===== config.mk =====
export PLATFORM = sky130hd
export DESIGN_NAME = vga_sync_gen
export DESIGN_NICKNAME = d
export VERILOG_FILES = /design/src/rtl/vga_sync_gen.sv
export SDC_FILE = /design/constraint.sdc
export NUM_CORES = 1
export LEC_CHECK = 0
export ABC_AREA = 1
export BUFFER_PORTS_ARGS = -buffer_cell sky130_fd_sc_hd__clkbuf_2
export CAP_MARGIN = 20
export CORE_ASPECT_RATIO = 1.25
export CORE_MARGIN = 5
export CORE_UTILIZATION = 50
export CTS_CLUSTER_SIZE = 20
export DETAILED_ROUTE_END_ITERATION = 8
export PLACE_DENSITY = 0.73
export SLEW_MARGIN = 30
export SYNTH_ARGS = -nofsm -noshare
export SYNTH_HDL_FRONTEND = slang
export SYNTH_SLANG_ARGS = --single-unit

===== constraint.sdc =====
create_clock -name clk -period 2.95 [get_ports clk]
set_clock_uncertainty 0.05 [all_clocks]
set_input_delay 0.1475 -clock clk [delete_from_list [all_inputs] [get_ports clk]]
set_output_delay 0.1475 -clock clk [all_outputs]
set_load 0.05 [all_outputs]

===== src/rtl/vga_sync_gen.sv =====
// ---------------------------------------------------------------------------
// vga_sync_gen
//
// Generates 640x480@60 Hz VGA timing on the 100 MHz system clock. The screen
// position advances only on clocks where pixel_en is high. Timing is counted
// in pixel_en events, not in clocks, so irregular strobe spacing is tolerated.
// Every output is registered. Each output is computed from the *next* counter
// values, so sync, video_on and the pulses always describe the same pixel as
// the pixel_x/pixel_y that appear in the same cycle.
//
// Ports:
//   clk         in   system clock
//   reset       in   asynchronous reset, active low
//   pixel_en    in   one-clk pixel advance strobe
//   hsync       out  horizontal sync, active low
//   vsync       out  vertical sync, active low
//   video_on    out  high while (pixel_x, pixel_y) lies in the visible area
//   pixel_x     out  current column, 0..H_TOTAL-1
//   pixel_y     out  current line,   0..V_TOTAL-1
//   line_start  out  one-clk pulse when pixel_x becomes 0
//   frame_start out  one-clk pulse when (pixel_x, pixel_y) becomes (0,0)
// ---------------------------------------------------------------------------
module vga_sync_gen #(
  parameter int H_VISIBLE = 640,
  parameter int H_FRONT   = 16,
  parameter int H_SYNC    = 96,
  parameter int H_BACK    = 48,
  parameter int V_VISIBLE = 480,
  parameter int V_FRONT   = 10,
  parameter int V_SYNC    = 2,
  parameter int V_BACK    = 33,
  parameter int CW        = 10
) (
  input  logic          clk,
  input  logic          reset,
  input  logic          pixel_en,
  output logic          hsync,
  output logic          vsync,
  output logic          video_on,
  output logic [CW-1:0] pixel_x,
  output logic [CW-1:0] pixel_y,
  output logic          line_start,
  output logic          frame_start
);

  localparam int H_TOTAL = H_VISIBLE + H_FRONT + H_SYNC + H_BACK;
  localparam int V_TOTAL = V_VISIBLE + V_FRONT + V_SYNC + V_BACK;

  localparam logic [CW-1:0] H_LAST     = CW'(H_TOTAL - 1);
  localparam logic [CW-1:0] V_LAST     = CW'(V_TOTAL - 1);
  localparam logic [CW-1:0] H_VIS_END  = CW'(H_VISIBLE);
  localparam logic [CW-1:0] V_VIS_END  = CW'(V_VISIBLE);
  localparam logic [CW-1:0] H_SYNC_BEG = CW'(H_VISIBLE + H_FRONT);
  localparam logic [CW-1:0] H_SYNC_END = CW'(H_VISIBLE + H_FRONT + H_SYNC);
  localparam logic [CW-1:0] V_SYNC_BEG = CW'(V_VISIBLE + V_FRONT);
  localparam logic [CW-1:0] V_SYNC_END = CW'(V_VISIBLE + V_FRONT + V_SYNC);

  typedef enum logic {
    IDLE,
    RUN
  } state_t;

  state_t        state;
  state_t        state_next;
  logic [CW-1:0] x_next;
  logic [CW-1:0] y_next;
  logic          hsync_next;
  logic          vsync_next;
  logic          video_on_next;
  logic          line_start_next;
  logic          frame_start_next;

  // State and output registers. Reset parks everything at the idle values:
  // sync lines deasserted (high), blanked, counters at the origin.
  always_ff @(posedge clk or negedge reset) begin
    if (!reset) begin
      state       <= IDLE;
      pixel_x     <= '0;
      pixel_y     <= '0;
      hsync       <= 1'b1;
      vsync       <= 1'b1;
      video_on    <= 1'b0;
      line_start  <= 1'b0;
      frame_start <= 1'b0;
    end else begin
      state       <= state_next;
      pixel_x     <= x_next;
      pixel_y     <= y_next;
      hsync       <= hsync_next;
      vsync       <= vsync_next;
      video_on    <= video_on_next;
      line_start  <= line_start_next;
      frame_start <= frame_start_next;
    end
  end

  // Next-state and next-output logic. The very first strobe after reset
  // only starts the generator: it marks the origin pixel as the start of a
  // frame without moving the counters. Later strobes step the raster.
  always_comb begin
    state_next       = state;
    x_next           = pixel_x;
    y_next           = pixel_y;
    line_start_next  = 1'b0;
    frame_start_next = 1'b0;

    case (state)
      IDLE: begin
        if (pixel_en) begin
          state_next       = RUN;
          line_start_next  = 1'b1;
          frame_start_next = 1'b1;
        end
      end
      RUN: begin
        if (pixel_en) begin
          if (pixel_x == H_LAST) begin
            x_next          = '0;
            line_start_next = 1'b1;
            if (pixel_y == V_LAST) begin
              y_next           = '0;
              frame_start_next = 1'b1;
            end else begin
              y_next = pixel_y + CW'(1);
            end
          end else begin
            x_next = pixel_x + CW'(1);
          end
        end
      end
      default: begin
        state_next = IDLE;
      end
    endcase

    // Decoded from the next position so they line up with the counters.
    hsync_next    = !((x_next >= H_SYNC_BEG) && (x_next < H_SYNC_END));
    vsync_next    = !((y_next >= V_SYNC_BEG) && (y_next < V_SYNC_END));
    video_on_next = (state_next == RUN) && (x_next < H_VIS_END) &&
                    (y_next < V_VIS_END);
  end

endmodule


# --- After elaboration in Yosys (flattened, before gate mapping) ---
# Index checks and enable logic that the tools add are counted.
word_totals:
  in_bits: 3
  output_inout_bits: 25
  elab_cells: 41
  ff_bits: 26
op_classes:
  n_bitwise: 1
  n_reduce_logical: 6
  n_lt_le_gt_ge: 6
  add_sub_neg: 2
  eq_ne: 2
  n_mux: 16
ops:
  columns: ["op", "n"]
  rows:
  - ["$mux 10", 7]
  - ["$add 10x1->10 const B", 2]
  - ["$eq 10x10->1 const B", 2]
  - ["$lt 10x10->1 const B", 2]
  - ["$lt 10x9->1 const B", 2]
  - ["$ge 10x10->1 const B", 1]
  - ["$ge 10x9->1 const B", 1]
  - ["$mux 1", 7]
  - ["$logic_and 1x1->1", 4]
  - ["$pmux 1 s2", 2]
  - ["$logic_not 1->1", 2]
  - ["$not 1->1", 1]

# --- Depth between registers and ports, before layout ---
# Gate-level depths: netlist (run 1).
depth:
  depth_word: 8
  ltp_mapped: 13
  depth_no_buf: 12

# --- Least setup slack after synthesis (run 1) ---
# Ideal clock, no wire load.
synth_timing:
  path_type: "reg-to-reg"
  from: "register pixel_x[1]"
  to: "register video_on"
  period_less_slack_ns: 2.036
  setup_slack_ns: 0.914
  path_buffers: 0
  setup_ns: 0.116
  arrival_time_ns: 1.869
  required_ns: 2.784
  path_stages_with_launch: 13
  cell_sequence: "dfrtp_1 -> ha_1 -> nand2_2 -> inv_1 -> nand2_2 -> nor2_4 -> nand2_1 -> nor2_1 -> nand3_1 -> nand2_1 -> nand2_1 -> nor2_2 -> nor2_1"
synth_via:
  elab_chain_len: 7
  elab_cells_between_ends: 12
  cone_classes: "add/sub: 1; order compare: 2; eq/ne: 1; mux: 6; reduce/logical: 2"
synth_rtl:
  columns: ["item", "line_no", "source"]
  rows:
  - ["start, declared", "40", "output logic [CW-1:0] pixel_x,"]
  - ["start signal, assigned", "87", "pixel_x <= x_next;"]
  - ["$add 10x1->10 or $eq 10x10->1 (tied branches)", "127, 117", null]
  - ["$mux 10", "117", "if (pixel_x == H_LAST) begin"]
  - ["$mux 10", "116", "if (pixel_en) begin"]
  - ["$mux 10", "107", "case (state)"]
  - ["$lt 10x10->1", "139", "video_on_next = (state_next == RUN) && (x_next < H_VIS_END) &&"]
  - ["$logic_and 1x1->1", "139", null]
  - ["$logic_and 1x1->1 (*)", "139", null]
  - ["net video_on_next", "69", "logic video_on_next;"]
  - ["end signal, assigned", "91", "video_on <= video_on_next;"]
  - ["end, declared", "39", "output logic video_on,"]
# Mark *: on every way through the listed nets, which the timed path passes. The rest lies on a longest branch.

# --- Worst setup path in the final report (run 1) ---
# Ends and elaborated chain as after synthesis.

==> results of run 1 <==
==> what timing repair did <==
action | CTS | global route
hold buffers | 1 | 0
setup endpoints to repair | 0 | 0
hold endpoints to repair | 24 | 0
==> final cells by class <==
class	count	share of cell area, %
clock buffers	3	1.28
inverters	43	9.35
multi-input cells	141	41.3
flip-flops and latches	26	37.3
well taps	36	2.57
repair buffers	28	8.28
==> registers in the layout, summed over array words and instances (netlist names) <==
| register | count |
|---|---|
| vsync | 1 |
| state | 1 |
| pixel_x | 10 |
| frame_start | 1 |
| video_on | 1 |
| pixel_y | 10 |
| line_start | 1 |
| hsync | 1 |
==> synthesized netlist by cell type <==
library cell | number | share of area (%)
a21oi_1 | 1 | 0.32
buf_4 | 1 | 0.48
buf_6 | 1 | 0.72
clkbuf_1 | 1 | 0.24
dfrtp_1 | 24 | 38
dfstp_2 | 2 | 3.4
ha_1 | 3 | 2.4
inv_1 | 40 | 9.6
inv_2 | 2 | 0.48
inv_4 | 1 | 0.40
nand2_1 | 54 | 13
nand2_2 | 3 | 1.2
nand3_1 | 21 | 6.7
nand3_2 | 1 | 0.64
nand3_4 | 1 | 1.1
nand4_1 | 12 | 4.8
nor2_1 | 25 | 6.0
nor2_2 | 2 | 0.80
nor2_4 | 4 | 2.9
nor3_1 | 1 | 0.32
o211ai_1 | 1 | 0.48
o21ai_0 | 5 | 1.6
o21ai_1 | 1 | 0.32
or2_0 | 1 | 0.40
xnor2_1 | 2 | 1.1
xor2_1 | 2 | 1.1
xor2_2 | 1 | 1.0
==> worst register-to-register path, stage by stage (launching register included) <==
cell and delay (ps):
dfrtp_1 430, ha_1 200, nand2_2 80, inv_1 90, nand2_2 90, nor2_4 180
nand2_1 70, nor2_1 120, nand3_1 80, nand2_1 70, nand2_1 70, nor2_2 130
nor2_1 50
==> stage by stage <==
stage,instances,setup WS [ps]
floorplan,213,914
CTS,277,1140
global placement,273,1140
detailed placement,273,1160
global route,277,823
finish,277,1160
==> path summary, 6_finish.rpt <==
path | to | depth (start not counted) | from
max reg2reg | video_on$_DFF_PN0_ | 12 | pixel_x[1]$_DFF_PN0_
min | line_start$_DFF_PN0_ | 3 | pixel_en
max | video_on$_DFF_PN0_ | 12 | pixel_x[1]$_DFF_PN0_
max in group asynchronous | pixel_y[7]$_DFF_PN0_ | 2 | reset
min in group asynchronous | pixel_x[4]$_DFF_PN0_ | 2 | reset
min reg2reg | pixel_x[4]$_DFF_PN0_ | 1 | pixel_x[4]$_DFF_PN0_
==> where the power goes <==
part	internal (W)	switching, W	total (W)
Sequential	0.000397	0.0000595	0.000457
Clock	0.0000479	0.000102	0.000150
Combinational	0.0000841	0.000263	0.000347
Total	0.000529	0.000424	0.000953
==> kinds of logic (layout without fill, tap and decap cells) <==
logic type,count (synthesis),after routing,share of synthesized area [%]
AND/OR/NAND/NOR,125,125,37.9
buffers and inverters,46,74,11.9
flip-flops,26,26,41.8
AO/OA/AOI/OAI,8,8,2.72
XOR/XNOR,5,5,3.28
adder cells (fa/ha/maj),3,3,2.40
==> layer usage <==
layer | part of all wire [%] | global-route usage (%) | vias up | wire [um]
met5 | 0 | 0 | - | 0
met2 | 50 | 28.7 | 34 | 1640
met4 | 3.1 | 8.13 | 0 | 101
met3 | 4.1 | 2.14 | 11 | 136
met1 | 43 | 21.1 | 607 | 1420
li1 | - | - | 721 | -
==> results.sh, run 1 <==
export IMPL_drc=0
export IMPL_n_antenna_cell=0
export IMPL_period_minus_slack_ps=1790
export IMPL_die_height_um=72.5
export IMPL_final_core_util_pct=59.0
export IMPL_num_rows=22
export IMPL_grtUsageTotal_pct=17.1
export IMPL_first_iter_violations=36
export IMPL_gp_congestion=0.836
export IMPL_cp_required_ps=3130
export IMPL_grt_max_degree=27
export IMPL_drive_above_1_share_pct=19.5
export IMPL_holdCritPathClass="primary input to register"
export IMPL_cts_made_buffers=3
export IMPL_synth_seq_cells=26
export IMPL_via_per_inst=4.96
export IMPL_period_share_pct=60.7
export IMPL_critPathMaxStageDelay_ps=430
export IMPL_grt_pass1_vias=1321
export IMPL_multiInputGateArea_um2=723
export IMPL_syn_nets=219
export IMPL_setup_viol=0
export IMPL_max_freq_mhz=558
export IMPL_placed_area_um2=1720
export IMPL_crit_type="register to register"
export IMPL_reg2reg_setup_slack_ps=1160
export IMPL_final_common_cell="nand2_1"
export IMPL_final_cell_mix="nand2_1 (54), inv_1 (40), clkbuf_2 (27)"
export IMPL_status="finished clean"
export IMPL_irDropWorstVdd_uv=401
export IMPL_die_width_um=60.0
export IMPL_rsz0062_at_grt="no"
export IMPL_syn2layout_area_growth_pct=12.2
export IMPL_dieArea_um2=4350
export IMPL_slowest_stage="dfrtp_1"
export IMPL_register_area_um2=653
export IMPL_detail_route_wl_per_cell_um=11.9
export IMPL_design_area_um2=1750
export IMPL_worstSkewPairLatency_ps=320
export IMPL_fin_hold_ws_ps=74.0
export IMPL_root_buffer="clkbuf_4"
export IMPL_overflow=0
export IMPL_portBuffers=27
export IMPL_crit_top_cell="nand2_1"
export IMPL_io_pins=28
export IMPL_syn_inst=213
export IMPL_post_cts_buffers=0
export IMPL_cts_tree="built"
export IMPL_fp_coreArea_um2=2970
export IMPL_antenna_found_initial=0
export IMPL_ys_seq_area_share_pct=41.8
export IMPL_clock_sinks=26
export IMPL_syn_area_um2=1560
export IMPL_tightest_slew_ps=637
export IMPL_crit_fanout=6
export IMPL_final_antenna_net_count=0
export IMPL_yosys_warnings=0
export IMPL_nFillCells=309
export IMPL_fin_total_pwr_w=0.000953
export IMPL_wl_um=3290
export IMPL_power_leakage_nw=0.984
export IMPL_drt_first_pass_iters=4
export IMPL_slew_headroom_pct=57.6
export IMPL_path_buf_inv=1
export IMPL_synth_distinct_cells=27
export IMPL_h_tree_depth=1
export IMPL_cap_violations=0
export IMPL_layout_nets=249
export IMPL_syn_area_per_cell_um2=7.34
export IMPL_cts_resized=0
export IMPL_cp_arrival_ps=1970
export IMPL_vias=1373
export IMPL_grt_pass1_wl_um=5720
export IMPL_path_delay_family="simple AND/OR/NAND/NOR gates"
export IMPL_power_density_nw_per_um2=544
export IMPL_start_util_pct=52.6
export IMPL_clk_pin_slew_ps=130
export IMPL_start_kind="register"
export IMPL_dp_hpwl_um=2620
export IMPL_hold_viol_final=0
export IMPL_slew_violations=0
export IMPL_cp_end_kind="register"
export IMPL_cts_path_max_buffers=2
export IMPL_cp_cell_sequence="ha_1 -> nand2_2 -> inv_1 -> nand2_2 -> nor2_4 -> nand2_1 -> nor2_1 -> nand3_1 -> nand2_1 -> nand2_1 -> nor2_2 -> nor2_1"
export IMPL_final_setup_tns_ps=0
Power figures use the tool's default switching activity.
==> inputs of run 2 (changes only) <==
Settings changed: PLACE_DENSITY 0.73 to 0.76.
Clock period 2.95 ns to 1.53 ns, I/O delays scaled along.
==> run 2 against run 1 <==
Compared with the run above: the flow now finishes with violations (negative setup slack); power rose by 130%; core utilization rose by 24 points; flip-flop and latch count did not move; worst hold slack got worse by 0.58 ps; clock power rose by 130%; global-route usage rose by 3.2 points; critical endpoint unchanged; largest power group is now combinational logic.
==> results.sh, run 2 (synthesized netlist as in run 1, its figures left out) <==
export IMPL_io_pins=28
export IMPL_detail_route_wl_per_cell_um=13.3
export IMPL_holdCritPathClass="primary input to register"
export IMPL_drive_above_1_share_pct=54.8
export IMPL_hold_viol_final=0
export IMPL_dieArea_um2=4350
export IMPL_rsz0062_at_grt="yes"
export IMPL_irDropWorstVdd_uv=997
export IMPL_worstSkewPairLatency_ps=320
export IMPL_fp_coreArea_um2=2970
export IMPL_via_per_inst=4.92
export IMPL_final_setup_tns_ps=-596
export IMPL_drc=0
export IMPL_clk_pin_slew_ps=140
export IMPL_num_rows=22
export IMPL_final_cell_mix="buf_4 (45), nand2_1 (43), inv_1 (28)"
export IMPL_setup_viol=7
export IMPL_period_share_pct=112
export IMPL_nFillCells=176
export IMPL_cts_made_buffers=3
export IMPL_cp_end_kind="register"
export IMPL_final_antenna_net_count=0
export IMPL_cts_path_max_buffers=2
export IMPL_placed_area_um2=2080
export IMPL_period_minus_slack_ps=1710
export IMPL_power_density_nw_per_um2=878
export IMPL_grt_pass1_wl_um=6820
export IMPL_crit_fanout=3
export IMPL_start_kind="register"
export IMPL_portBuffers=27
export IMPL_root_buffer="clkbuf_4"
export IMPL_antenna_found_initial=0
export IMPL_power_leakage_nw=1.31
export IMPL_crit_type="register to register"
export IMPL_cp_arrival_ps=1890
export IMPL_cap_violations=0
export IMPL_top_regs="pixel_x x10, pixel_y x10"
export IMPL_syn2layout_area_growth_pct=58.1
export IMPL_max_freq_mhz=586
export IMPL_cp_required_ps=1720
export IMPL_cts_tree="built"
export IMPL_start_util_pct=52.6
export IMPL_violations="negative setup slack"
export IMPL_slew_violations=0
export IMPL_die_width_um=60.0
export IMPL_fin_total_pwr_w=0.00217
export IMPL_final_common_cell="buf_4"
export IMPL_tightest_slew_ps=659
export IMPL_setup_slack_ps=-177
export IMPL_grtUsageTotal_pct=20.3
export IMPL_wl_um=4470
export IMPL_slew_headroom_pct=56.1
export IMPL_drt_first_pass_iters=4
export IMPL_h_tree_depth=1
export IMPL_clock_sinks=26
export IMPL_grt_pass1_vias=1640
export IMPL_n_antenna_cell=0
export IMPL_layout_nets=306
export IMPL_status="complete, but fails checks"
export IMPL_overflow=0
export IMPL_die_height_um=72.5
export IMPL_gp_congestion=0.875
export IMPL_grt_max_degree=27
export IMPL_first_iter_violations=71
export IMPL_dp_hpwl_um=2960
export IMPL_final_core_util_pct=83.1
export IMPL_design_area_um2=2470
export IMPL_vias=1649
[run 2: cell count changes in the layout (fill, tap and decap cells not counted), moves of 10 or more]
cell / change
dfrtp_1: -13
nand3_1: -10
inv_1: -12
buf_4: +45
nand2_1: -11
buf_6: +11
dfrtp_2: +13
[run 2: per-layer routing]
layer	track usage (%)	share of wire, %
met5	0	0
met4	8.37	1.7
met3	3.02	3.6
met2	36.4	55
met1	23.3	40
[run 2: through the flow]
step / worst slack [ps] / hold WS, ps / std cells
after detailed placement: -183 / 84.2 / 312
after CTS: -192 / 59.3 / 324
after global routing: -284 / 75.7 / 335
final: -177 / 73.4 / 335
after floorplan: -221 / -269 / 213
after global placement: -184 / 82.6 / 312
[run 2: repair_timing]
| action | in CTS | in global routing |
|---|---|---|
| hold buffers | 1 | 0 |
| endpoints found under the hold margin | 24 | 0 |
| buffers inserted | 7 | 14 |
| endpoints found under the setup margin | 4 | 14 |
| resized for setup | 8 | 62 |
| pin swaps | 10 | 38 |
[run 2: worst max-delay path, cell delays in order (launching register included)]
cell and delay [ps]:
dfrtp_2 430, buf_12 110, ha_4 130, nand2_2 50, inv_2 70, nand2_4 60
nor2_4 120, nand3_2 100, nand2_2 80, nand2_2 60, nor2_2 120, nand3_2 100
nor2_4 110, nor2_1 50
[run 2: worst paths after layout]
| path | startpoint | to | slack (ps) | cells after the start |
|---|---|---|---|---|
| max in group asynchronous | reset | pixel_y[2]$_DFF_PN0_ | 720 | 2 |
| worst max register to register | pixel_y[1]$_DFF_PN0_ | video_on$_DFF_PN0_ | -180 | 13 |
| min in group asynchronous | reset | pixel_x[6]$_DFF_PN0_ | 240 | 2 |
| worst max-delay path | pixel_y[1]$_DFF_PN0_ | video_on$_DFF_PN0_ | -180 | 13 |
| worst min register to register | pixel_x[2]$_DFF_PN0_ | pixel_x[2]$_DFF_PN0_ | 550 | 2 |
| worst min-delay path | pixel_en | state$_DFF_PN0_ | 70 | 4 |
[run 2: final cells by class]
| class | count | area (um^2) | area share, % |
|---|---|---|---|
| Inverter | 43 | 176 | 7.14 |
| Tap cell | 36 | 45.0 | 1.82 |
| Sequential cell | 26 | 669 | 27.1 |
| Timing Repair Buffer | 85 | 627 | 25.4 |
| Multi-Input combinational cell | 141 | 917 | 37.1 |
| Clock buffer | 4 | 36.3 | 1.47 |
[run 2: power by group]
group          total (W)  internal [W]  switching, W  leakage [nW]
registers       0.000864      0.000780     0.0000844         0.269
clock network   0.000351      0.000146      0.000205        0.0210
logic           0.000956      0.000328      0.000628          1.02
